$ cat src/rtl/tt_loopback_tester.sv
// Pad loopback stimulus/checker: drives a Galois LFSR pattern out and compares the
// returned pattern against the same sequence delayed by a latency latched at start.
module tt_loopback_tester #(
  parameter int unsigned   W       = 8,
  parameter logic [W-1:0]  TAPS    = 8'hB8,
  parameter logic [W-1:0]  SEED    = 8'h01,
  parameter int unsigned   N_VEC   = 255,
  parameter int unsigned   LAT_MAX = 15,
  parameter int unsigned   ERR_W   = 8,
  localparam int unsigned  IDX_W   = (N_VEC > 1) ? $clog2(N_VEC) : 1
) (
  input  logic             clk,
  input  logic             rst,
  input  logic             start,
  input  logic [3:0]       lat,
  output logic [W-1:0]     pat_out,
  input  logic [W-1:0]     pat_in,
  output logic             busy,
  output logic             done,
  output logic             pass,
  output logic [ERR_W-1:0] err_cnt,
  output logic [IDX_W-1:0] first_err_idx
);

  localparam int unsigned CYC_W = $clog2(N_VEC + LAT_MAX + 1);
  localparam int unsigned DLY_D = (LAT_MAX > 0) ? LAT_MAX : 1;

  localparam logic [1:0] StIdle = 2'd0;
  localparam logic [1:0] StRun  = 2'd1;
  localparam logic [1:0] StDone = 2'd2;

  logic [1:0]       state_q, state_d;
  logic [W-1:0]     lfsr_q, lfsr_d;
  logic [W-1:0]     pat_out_q, pat_out_d;
  logic [3:0]       lat_q, lat_d;
  logic [CYC_W-1:0] cyc_q, cyc_d;
  logic [IDX_W-1:0] chk_idx_q, chk_idx_d;
  logic [ERR_W-1:0] err_cnt_q, err_cnt_d;
  logic [IDX_W-1:0] first_q, first_d;
  logic             busy_q, busy_d;
  logic             done_q, done_d;
  logic             pass_q, pass_d;
  logic [W-1:0]     dly_q [DLY_D];
  logic [W-1:0]     exp_pat;
  logic             cmp_en;

  function automatic logic [W-1:0] lfsr_step(input logic [W-1:0] s);
    return (s >> 1) ^ (s[0] ? TAPS : '0);
  endfunction

  // dly_q[k] holds pat_out from k+1 cycles ago; lat=0 compares against the live output.
  always_comb begin
    if (lat_q == 4'd0) exp_pat = pat_out_q;
    else               exp_pat = dly_q[lat_q - 4'd1];
  end

  assign cmp_en = (CYC_W'(lat_q) <= cyc_q);

  always_comb begin
    state_d   = state_q;
    lfsr_d    = lfsr_q;
    pat_out_d = pat_out_q;
    lat_d     = lat_q;
    cyc_d     = cyc_q;
    chk_idx_d = chk_idx_q;
    err_cnt_d = err_cnt_q;
    first_d   = first_q;
    busy_d    = busy_q;
    done_d    = done_q;
    pass_d    = pass_q;
    unique case (state_q)
      StIdle, StDone: begin
        if (start) begin
          state_d   = StRun;
          lat_d     = lat;
          busy_d    = 1'b1;
          done_d    = 1'b0;
          pass_d    = 1'b0;
          err_cnt_d = '0;
          first_d   = '0;
          chk_idx_d = '0;
          cyc_d     = '0;
          pat_out_d = SEED;
          lfsr_d    = lfsr_step(SEED);
        end
      end
      StRun: begin
        cyc_d     = cyc_q + CYC_W'(1);
        pat_out_d = (32'(cyc_q) + 32'd1 < N_VEC) ? lfsr_q : '0;
        lfsr_d    = lfsr_step(lfsr_q);
        if (cmp_en) begin
          if (pat_in != exp_pat) begin
            if (err_cnt_q == '0) first_d = chk_idx_q;
            if (err_cnt_q != '1) err_cnt_d = err_cnt_q + ERR_W'(1);
          end
          chk_idx_d = chk_idx_q + IDX_W'(1);
          if (chk_idx_q == IDX_W'(N_VEC - 1)) begin
            state_d = StDone;
            busy_d  = 1'b0;
            done_d  = 1'b1;
            pass_d  = (err_cnt_d == '0);
          end
        end
      end
      default: state_d = StIdle;
    endcase
  end

  always_ff @(posedge clk or posedge rst) begin
    if (rst) begin
      state_q   <= StIdle;
      lfsr_q    <= SEED;
      pat_out_q <= '0;
      lat_q     <= '0;
      cyc_q     <= '0;
      chk_idx_q <= '0;
      err_cnt_q <= '0;
      first_q   <= '0;
      busy_q    <= 1'b0;
      done_q    <= 1'b0;
      pass_q    <= 1'b0;
      for (int k = 0; k < DLY_D; k++) dly_q[k] <= '0;
    end else begin
      state_q   <= state_d;
      lfsr_q    <= lfsr_d;
      pat_out_q <= pat_out_d;
      lat_q     <= lat_d;
      cyc_q     <= cyc_d;
      chk_idx_q <= chk_idx_d;
      err_cnt_q <= err_cnt_d;
      first_q   <= first_d;
      busy_q    <= busy_d;
      done_q    <= done_d;
      pass_q    <= pass_d;
      dly_q[0]  <= pat_out_q;
      for (int k = 1; k < DLY_D; k++) dly_q[k] <= dly_q[k-1];
    end
  end

  assign pat_out       = pat_out_q;
  assign busy          = busy_q;
  assign done          = done_q;
  assign pass          = pass_q;
  assign err_cnt       = err_cnt_q;
  assign first_err_idx = first_q;

endmodule
$ cat config.mk
export PLATFORM = sky130hd
export DESIGN_NAME = tt_loopback_tester
export DESIGN_NICKNAME = d
export VERILOG_FILES = /design/src/rtl/tt_loopback_tester.sv
export SDC_FILE = /design/constraint.sdc
export NUM_CORES = 1
export LEC_CHECK = 0
export BUFFER_PORTS_ARGS = -buffer_cell sky130_fd_sc_hd__buf_2
export CAP_MARGIN = 20
export CORE_AREA = 2 2 159 161
export DETAILED_ROUTE_END_ITERATION = 12
export DIE_AREA = 0 0 161 163
export HOLD_SLACK_MARGIN = 0.15
export PLACE_DENSITY_LB_ADDON = 0.05
export SYNTH_ARGS = -nofsm -noshare
export SYNTH_HDL_FRONTEND = slang
export SYNTH_SLANG_ARGS = --single-unit
export TNS_END_PERCENT = 100
$ cat constraint.sdc
create_clock -name clk -period 13.58 [get_ports clk]
set_clock_uncertainty 0.2 [all_clocks]
set_input_delay 0 -clock clk [delete_from_list [all_inputs] [get_ports clk]]
set_output_delay 0 -clock clk [all_outputs]
set_load 0.01 [all_outputs]
### After elaboration in Yosys (flattened, before gate mapping)

Cells that the tools add are included.

* flip-flop bits (word level): 178
* output and inout bits: 27
* logic and storage cells: 98

* $add $sub $neg: 5
* order comparisons: 3
* equal/unequal tests: 10
* muxes and demuxes: 40
* bitwise gates (word level): 2
* reduce and logical (&&, ||, !) cells: 12

Operator list (count)
* $mux 8: 17
* $pmux 8 s2: 5
* $bmux 8 s4: 1
* $pmux 9 s2: 1
* $add 8x1->8 const B: 2
* $logic_not 8->1: 2
* $add 9x1->10 const B: 1
* $lt 10x8->1 const B: 1
* $ne 2x2->1 const B: 5
* $add 9x1->9 const B: 1
* $le 4x9->1: 1
* $mux 9: 1
* $eq 8x8->1 const B: 1
* $mux 1: 8
* $ne 8x8->1: 1
* $ne 8x8->1 const B: 1
* $xor 7x8->8: 1
* $mux 2: 3
* $pmux 1 s2: 3
* $reduce_and 3->1: 2
* $ge 5x5->1 const B: 1
* $not 4->5: 1
* $reduce_and 5->1: 1
* $logic_not 4->1: 1
* 9 further kinds: 10

### Logic depth before layout (Yosys ltp)

Gate-level depths: netlist of run 1.

* word-level depth: 14
* gate-level depth with buffers: 17
* gate-level depth less buffers: 12

### Least setup slack after synthesis of run 1

OpenSTA, ideal clock, no wires.

* kind: register to register
* start: register lat_q[0]
* end: register first_q[2] (netlist: first_err_idx[2])
* setup time: 0.128 ns
* arrival: 3.497 ns
* required time: 13.252 ns
* path slack: 9.755 ns
* stages on the path, launching flop included: 18
* path buffers: 5
* clock period less this slack: 3.825 ns
* cell sequence: dfrtp_1 buf_6 buf_6 inv_2 ha_1 buf_2 buf_2 mux2i_1 nor2_1 a21oi_1 a2111oi_0 xnor2_1 nand4_2 o31ai_4 nor2_1 and4_1 buf_4 mux2_1

* cells in the longest elaborated chain, start to end: 9
* elaborated cells on any way between the ends: 12
* classes of those cells: add/sub (1); order compare (1); eq/ne (3); mux (4); bitwise (1); reduce/logical (2)

Ends and longest elaborated chain
* start, declared: line 35 `logic [3:0] lat_q, lat_d;`
* start signal, assigned: line 127 `lat_q <= lat_d;`
* $sub 4x1->4: line 54 `else exp_pat = dly_q[lat_q - 4'd1];`
* $not 4->5 (not written as such): line 54
* $bmux 8 s4: line 54
* $mux 8 (not written as such) (2 in a row): line 54
* $mux 8: line 53 `if (lat_q == 4'd0) exp_pat = pat_out_q;`
* $ne 8x8->1: line 92 `if (pat_in != exp_pat) begin`
* $ne 2x2->1 (no source line)
* $reduce_and 5->1 (no source line) (*)
* end signal, assigned: line 131 `first_q <= first_d;`
* end, declared: line 39 `logic [IDX_W-1:0] first_q, first_d;`

Every way passes the cells marked *; elsewhere a longest branch is shown, timed or not. The select of a mux whose other input is x is not followed.
A chain may end at the register's enable or synchronous reset.

### Worst setup path after layout of run 1

* start: register lat_q[0]
* end: register first_q[3] (netlist: first_err_idx[3])

The elaborated chain is that of the path after synthesis.

==> results of run 1 <==
## cells by family after synthesis
group                      after synthesis  synth area share, %
DFF                                    178                61.15
and+or+nand+nor                        156                11.18
AOI/OAI and AO/OA                      103                9.531
muxes                                   44                10.30
buffers and inverters                   37                2.404
xor gates and xnor gates                28                3.366
adders and majority gates               12                2.061
## power by group through the flow
stage          logic (µW)  registers (µW)  clock network (µW)
2_1_floorplan         648             856                   0
3_3_place_gp          825             931                   0
3_5_place_dp          831             934                   0
4_1_cts               851             926                 520
5_1_grt               931             956                 542
6_report              839             919                 503
## per-layer routing
metal	up-vias	share of wire, %	track usage [%]	wire length, µm
li1	2139	-	-	-
met1	2386	49	19.96	8537
met2	59	47	22.45	8254
met3	19	2.2	2.597	387
met4	0	1.5	4.424	264
met5	-	0	0	0
## layout by cell type, fill, tap and decap left out, types with 5 or more instances in the layout
cell type / n
a2111oi_0: 8
a21o_1: 5
a21oi_1: 26
a22o_1: 15
and3_1: 6
buf_2: 41
clkbuf_16: 17
dfrtp_1: 176
dlygate4sd3_1: 20
ha_1: 12
inv_1: 12
inv_8: 6
mux2_1: 6
mux2i_1: 12
mux4_2: 24
nand2_1: 19
nand2b_1: 9
nand3_1: 11
nand4_1: 6
nor2_1: 43
nor2b_1: 11
nor3_1: 29
o21ai_0: 22
xnor2_1: 21
xor2_1: 7
## registers in the layout, indices dropped and copies added (netlist names)
name and cells:
lat_q 4, dly_q 120, chk_idx_q 8, err_cnt 8
lfsr_q 8, cyc_q 9, state_q 2, pat_out 8
busy 1, pass 1, first_err_idx 8, done 1
## layout make-up
class / instances / area share [%]
flip-flops and latches: 178 / 51.50
multi-input cells: 343 / 30.68
repair buffers: 66 / 5.349
clock buffers: 18 / 5.074
well taps: 330 / 4.771
clock inverters: 14 / 1.966
inverters: 14 / 0.6650
## tightest hold or removal path, stage by stage
cell and delay, ns:
buf_2 0.13, xnor2_1 0.09, nand4_2 0.17, o31ai_4 0.10, o21ai_0 0.16, a21oi_1 0.07
## worst min-delay path by stage
stage	from	to	slack [ns]
after floorplan	lat[0]	lat_q[0]	-0.08
after global placement	lat[2]	lat_q[2]	0.04
after detailed placement	lat[1]	lat_q[1]	0.04
after CTS	pat_in[6]	err_cnt[6]	0.16
after global routing	dly_q[61]	dly_q[53]	0.18
final	pat_in[3]	err_cnt[6]	0.16
## per-stage QoR
stage / setup slack, ns / cells / total power [µW] / area (µm²)
final: 8.248 / 963 / 2261 / 8655
after global routing: 7.668 / 963 / 2429 / 8655
after CTS: 8.068 / 962 / 2298 / 8627
after detailed placement: 8.073 / 910 / 1766 / 7818
after global placement: 8.259 / 910 / 1756 / 7818
after floorplan: 8.551 / 558 / 1504 / 7286
## repair_timing
action                     CTS  global route
setup endpoints to repair    0             0
gates resized for setup      0             0
hold buffers                20             0
hold endpoints to repair   121             0
==> run metrics, run 1 <==
largest net degree at the start of global routing 99; FF-to-FF path depth 12; mapped cell area 0.007286 mm²; post-synth top area share 60.79%; WHS Path Cells 6; Crit Path Class flip-flop to flip-flop; clock root buffer clkbuf_16; Worst EP required 13.70 ns; Core Rows 58; crit end category flip-flop; Slew headroom 33.54%; synthesized area per cell 13.06 µm²; DP HPWL 11.93 mm; post-route ant nets 0; count of cell types in the netlist 55; power share of the sequential group 40.7%; max frequency 187.5 MHz; crit path cell chain inv_2, ha_1, buf_4, nor2b_1, a21oi_1, a2111oi_0, xnor2_1, nand4_2, o31ai_4, nor2_1, and4_1, mux2_1; Gate power share 37.1%; Syn. warnings 0; hold violation count in the final report 0; Hold WS 0.1558 ns; status completed; CP endpoint first_err_idx[3]; Yosys top cell by area dfrtp_1; setup violators final 0; Placer Congestion 0.8077; final WL 17.44 mm; starting DRC count in detailed routing 234; # H-tree levels 4; Worst VDD drop 0.1066 mV; pins over their slew limit 0; CTS tree done; RSZ-0062 raised after global routing false; CP delay by family, top simple AND/OR/NAND/NOR gates; top cells by area, synth dfrtp_1 61%, mux4_2 7.4%, xnor2_1 2.5%; CORE AREA 0.02467 mm²; GRT Resource Usage Total 14.21%; EDFF count, synth 0; Tightest Pin Transition 0.9910 ns; nets@finish 647; fin util 35.08%; clk_lat worst skew 0.43 ns; Async SR Flop Fraction 100.0%; FF+latch count, synth 178; count leader, synth dfrtp_1; ratio of cells with drive above 1 in the final layout 19.27%; CTS clock-pin slew for the worst setup and hold paths 0.08 ns; drt pass-1 iters 4; fin crit period 5.332 ns; I/O Pins 42; Die Area 0.02624 mm²; Sink Count 178; Clock power frac 22.2%; initial antenna violation count 0; Post-Synthesis Cells 558; Leakage 0.003802 µW; worst r2r src lat_q[0]; sequential element share of the synthesized area 61.15%; vias in the first global route 4868; worst r2r dst first_err_idx[3]; area grow syn2layout 18.79%; max-cap check violation count 0; Die Wd 161 µm; fin crit share 39.27%; grt ovf 0; CP max stage delay 1.02 ns; CP max-delay cell dfrtp_2; die height 163 µm; Arrival @ worst endpoint 5.45 ns; WP buf/inv 2; Post-CTS Setup Inserts 0; worst min path class input pin to flip-flop; Residual DRC 0; setup TNS 0 ns; first-pass GRT wire length 28.41 mm; Port Buffers 41; switch share 38.60%; Mapped Nets 585; Wirelength per Cell 18.11 µm; # diodes 0; crit path launch type flip-flop; Critical Path Start lat_q[0]; Power Dens Cells 261.3 mW/mm²; commonest register cell after synthesis dfrtp_1; Filler cells 2450; Crit Path Max Fanout 33; critical path depth in cells 12; Register Area 0.004457 mm²; Pint 1388 µW; Starting Density 29.53%; via density per instance 4.780; worst reg2reg setup slack 8.25 ns; net switching power 872.8 µW; most frequent cells after synthesis 177 x dfrtp_1, 43 x nor2_1, 29 x nor3_1; TritonCTS buffer count 17; CTS Buffer Depth 2; Vias 4603; multi-input logic area 0.002655 mm²
No activity file was read; power rests on OpenSTA's default activity.
==> inputs of run 2 (changes only) <==
==> constraint.sdc (replaced) <==
create_clock -name clk -period 4.72 [get_ports clk]
set_clock_uncertainty 0.2 [all_clocks]
set_input_delay 0 -clock clk [delete_from_list [all_inputs] [get_ports clk]]
set_output_delay 0 -clock clk [all_outputs]
set_load 0.01 [all_outputs]
==> run metrics, run 2 (same netlist as run 1, synthesis figures left out) <==
worst reg2reg setup slack 0.22 ns; Starting Density 29.53%; post-route ant nets 0; CTS clock-pin slew for the worst setup and hold paths 0.07 ns; status completed; area grow syn2layout 18.24%; DP HPWL 11.60 mm; Register Area 0.004457 mm²; post-route setup slack 0.2170 ns; starting DRC count in detailed routing 210; clk_lat worst skew 0.42 ns; drt pass-1 iters 5; grt ovf 0; Biggest register dly_q; via density per instance 4.768; I/O Pins 42; RSZ-0062 raised after global routing false; Arrival @ worst endpoint 4.59 ns; Leakage 0.003794 µW; final WL 17.59 mm; Filler cells 2484; Worst VDD drop 0.3534 mV; Worst EP required 4.81 ns; Placer Congestion 0.7827; worst min path class flip-flop to flip-flop; clock root buffer clkbuf_16; Sink Count 178; commonest non-fill, non-tap cell in the layout dfrtp_1; Wirelength per Cell 18.21 µm; Setup WS pre-CTS 0.2501 ns; Crit Path Class flip-flop to flip-flop; crit end category flip-flop; Finished Layout Cells 966; ratio of cells with drive above 1 in the final layout 19.81%; Core Rows 58; CORE AREA 0.02467 mm²; GRT Resource Usage Total 14.47%; Die Wd 161 µm; Power Dens Cells 751.7 mW/mm²; CTS Buffer Depth 2; Residual DRC 0; most frequent cells in the layout 176 x dfrtp_1, 43 x nor2_1, 41 x buf_2; Tightest Pin Transition 0.9685 ns; crit path launch type flip-flop; Slew headroom 35.04%; Crit Path Max Fanout 32; Vias 4606; Port Buffers 41; max-cap check violation count 0; fin util 34.91%; fin crit period 4.503 ns; initial antenna violation count 0; TritonCTS buffer count 17; first-pass GRT wire length 29.06 mm; fin crit share 95.40%; Die Area 0.02624 mm²; vias in the first global route 4984; max FFs per register 120; largest net degree at the start of global routing 179; setup violators final 0; CTS tree done; hold violation count in the final report 0; # diodes 0; pins over their slew limit 0; biggest regs dly_q x120, cyc_q x9; # H-tree levels 4; Post-CTS Setup Inserts 0; Inst Count DP 916; setup TNS 0 ns; nets@finish 650; Pwr Total 6476 µW; die height 163 µm; max frequency 222.1 MHz; multi-input logic area 0.002658 mm²
run 2: final cells by class:
class	count	area share, %
sequential	178	51.74
inverter	14	0.6536
timing repair buffer	69	5.490
multi-input combinational	343	30.85
clock buffer	18	4.982
tap	330	4.793
clock inverter	14	1.496
run 2: worst max-delay path, cell delays in order (launching register included):
cell and delay (ns):
dfrtp_1 0.44, inv_1 0.12, ha_1 0.30, buf_4 0.48
mux4_2 0.33, nor3_1 0.05, a2111oi_0 0.82, xnor2_1 0.21
nand4_2 0.22, o31ai_4 0.34, nor2_1 0.13, and4_1 0.36
mux2_1 0.36
run 2: path summary, 6_finish.rpt:
| kind | start | to | depth (start not counted) |
|---|---|---|---|
| setup / recovery | lat_q[1] | first_err_idx[7] | 12 |
| hold / removal | dly_q[84] | dly_q[76] | 0 |
| setup reg to reg | lat_q[1] | first_err_idx[7] | 12 |
| hold reg to reg | dly_q[84] | dly_q[76] | 0 |
| max in group asynchronous | rst | dly_q[84] | 4 |
| min in group asynchronous | rst | lfsr_q[3] | 4 |
run 2: what timing repair did:
item	4_1_cts	5_1_grt
resized for setup	0	2
hold buffers	18	0
hold endpoints to repair	206	0
setup endpoints to repair	0	7
run 2: power by group:
group,switching (µW),total (µW),internal [µW],leakage (µW)
Clock,618,1350,734,0.000273
Sequential,434,2570,2140,0.00224
Combinational,1420,2550,1120,0.00128
Total,2480,6480,4000,0.00379
run 2: layer usage:
metal | routed length [µm] | global-route usage (%) | vias up
li1 | - | - | 2149
met5 | 0 | 0 | -
met1 | 8665 | 20.51 | 2403
met4 | 97 | 3.287 | 0
met3 | 355 | 2.903 | 4
met2 | 8472 | 23.04 | 50
run 2: stage by stage:
step	hold WS, ns	area (µm²)
2_1_floorplan	-0.08316	7289
3_3_place_gp	0.03303	7874
3_5_place_dp	0.02387	7874
4_1_cts	0.1564	8612
5_1_grt	0.1775	8615
6_report	0.1645	8615
==> inputs of run 3 (changes only) <==
--- a/config.mk
+++ b/config.mk
@@ -12,6 +12,7 @@
 export DIE_AREA = 0 0 161 163
 export HOLD_SLACK_MARGIN = 0.15
 export PLACE_DENSITY_LB_ADDON = 0.05
+export RECOVER_POWER = 50
 export SYNTH_ARGS = -nofsm -noshare
 export SYNTH_HDL_FRONTEND = slang
 export SYNTH_SLANG_ARGS = --single-unit
==> run metrics, run 3 (same netlist as run 1, synthesis figures left out) <==
Power Dens Cells 753.4 mW/mm²; die height 163 µm; Leakage 0.003688 µW; TritonCTS buffer count 17; Crit Path Class flip-flop to flip-flop; Die Wd 161 µm; DP HPWL 11.60 mm; post-route ant nets 0; ratio of cells with drive above 1 in the final layout 15.57%; starting DRC count in detailed routing 244; GRT Resource Usage Total 14.47%; CTS clock-pin slew for the worst setup and hold paths 0.07 ns; biggest regs dly_q x120, cyc_q x9; largest net degree at the start of global routing 179; Wirelength per Cell 18.08 µm; Critical Path Start lat_q[1]; setup TNS 0 ns; Filler cells 2498; max FFs per register 120; crit path launch type flip-flop; first-pass GRT wire length 29.06 mm; failing checks max-capacitance violations, max-slew violations; fin crit share 94.87%; I/O Pins 42; max frequency 223.3 MHz; FF-to-FF path depth 12; Hold WS 0.1583 ns; Residual DRC 0; clock root buffer clkbuf_16; nets@finish 650; commonest non-fill, non-tap cell in the layout dfrtp_1; worst r2r dst first_err_idx[4]; worst min path class input pin to flip-flop; Arrival @ worst endpoint 4.58 ns; max-cap check violation count 1; CORE AREA 0.02467 mm²; Starting Density 29.53%; hold violation count in the final report 0; area grow syn2layout 17.60%; clk_lat worst skew 0.42 ns; Die Area 0.02624 mm²; setup violators final 0; worst reg2reg setup slack 0.24 ns; initial antenna violation count 0; Crit Path Max Fanout 32; CP endpoint first_err_idx[4]; CTS tree done; status finished, violations left; CTS Buffer Depth 2; Post-CTS Setup Inserts 0; worst r2r src lat_q[1]; # H-tree levels 4; via density per instance 4.782; RSZ-0062 raised after global routing false; Worst EP required 4.82 ns; Sink Count 178; final WL 17.47 mm; fin crit period 4.478 ns; Core Rows 58; WHS Path Cells 6; pins over their slew limit 179; vias in the first global route 4984; Vias 4619; drt pass-1 iters 4; Worst VDD drop 0.3613 mV; Biggest register dly_q; grt ovf 0; Slew headroom -62.54%; Port Buffers 41; crit end category flip-flop; most frequent cells in the layout 176 x dfrtp_1, 43 x nor2_1, 29 x nor3_1; Placer Congestion 0.7827; # diodes 0; Tightest Pin Transition 2.438 ns
==> run 3: cell types whose count changed in the layout (fill, tap and decap cells not counted), sizes merged <==
cell and change:
buf -28, clkbuf +28
==> run 3: power breakdown <==
group / switching [µW] / total, µW / internal [µW] / leakage, µW
clock network: 619 / 1350 / 734 / 0.000273
logic: 1420 / 2530 / 1110 / 0.00117
registers: 435 / 2580 / 2140 / 0.00224
total: 2470 / 6450 / 3980 / 0.00369
==> run 3: worst max-delay path, cell delays in order (launching register included) <==
cell and delay, ns:
dfrtp_1 0.44, inv_1 0.12, ha_1 0.30, buf_4 0.48, mux4_2 0.33, nor3_1 0.05, a2111oi_0 0.80, xnor2_1 0.21
nand4_2 0.22, o31ai_4 0.34, nor2_1 0.13, and4_1 0.35, mux2_1 0.37
==> run 3: layout make-up <==
type / instances / area (µm²) / area share [%]
clock buffer: 18 / 429.2 / 5.009
clock inverter: 14 / 128.9 / 1.504
inverter: 14 / 56.30 / 0.6571
multi-input combinational: 343 / 2658 / 31.02
sequential: 178 / 4457 / 52.02
tap: 330 / 412.9 / 4.819
timing repair buffer: 69 / 426.7 / 4.980
==> run 3: timing repair <==
| action | in CTS | in global routing |
|---|---|---|
| resized for setup | 0 | 2 |
| hold endpoints to repair | 206 | 0 |
| endpoints found under the setup margin | 0 | 7 |
| hold buffers | 18 | 0 |
==> run 3: worst min-delay path by stage <==
| stage | from | end | slack (ns) |
|---|---|---|---|
| 6_report | pat_in[7] | err_cnt[6] | 0.16 |
| 2_1_floorplan | lat[0] | lat_q[0] | -0.08 |
| 5_1_grt | dly_q[38] | dly_q[30] | 0.18 |
| 3_3_place_gp | lat[2] | lat_q[2] | 0.03 |
| 4_1_cts | pat_in[7] | err_cnt[6] | 0.16 |
| 3_5_place_dp | lat[3] | lat_q[3] | 0.02 |
==> run 3: per-layer routing <==
metal  track usage, %  vias to the layer above  wire length (µm)
li1                 -                     2146                 -
met1            20.51                     2400              8332
met2            23.04                       68              8525
met3            2.903                        5               504
met4            3.287                        0               104
met5                0                        -                 0
==> run 3: per-stage QoR <==
stage	util (%)	total power, µW	cell area [µm²]	setup slack, ns	std cells
5_1_grt	34.73	6970	8568	0.01778	966
3_5_place_dp	31.91	5151	7874	0.2501	916
2_1_floorplan	-	4327	7289	0.8954	558
6_report	34.73	6455	8568	0.2422	966
3_3_place_gp	31.91	5122	7874	0.3676	916
4_1_cts	34.90	6579	8612	0.2418	966
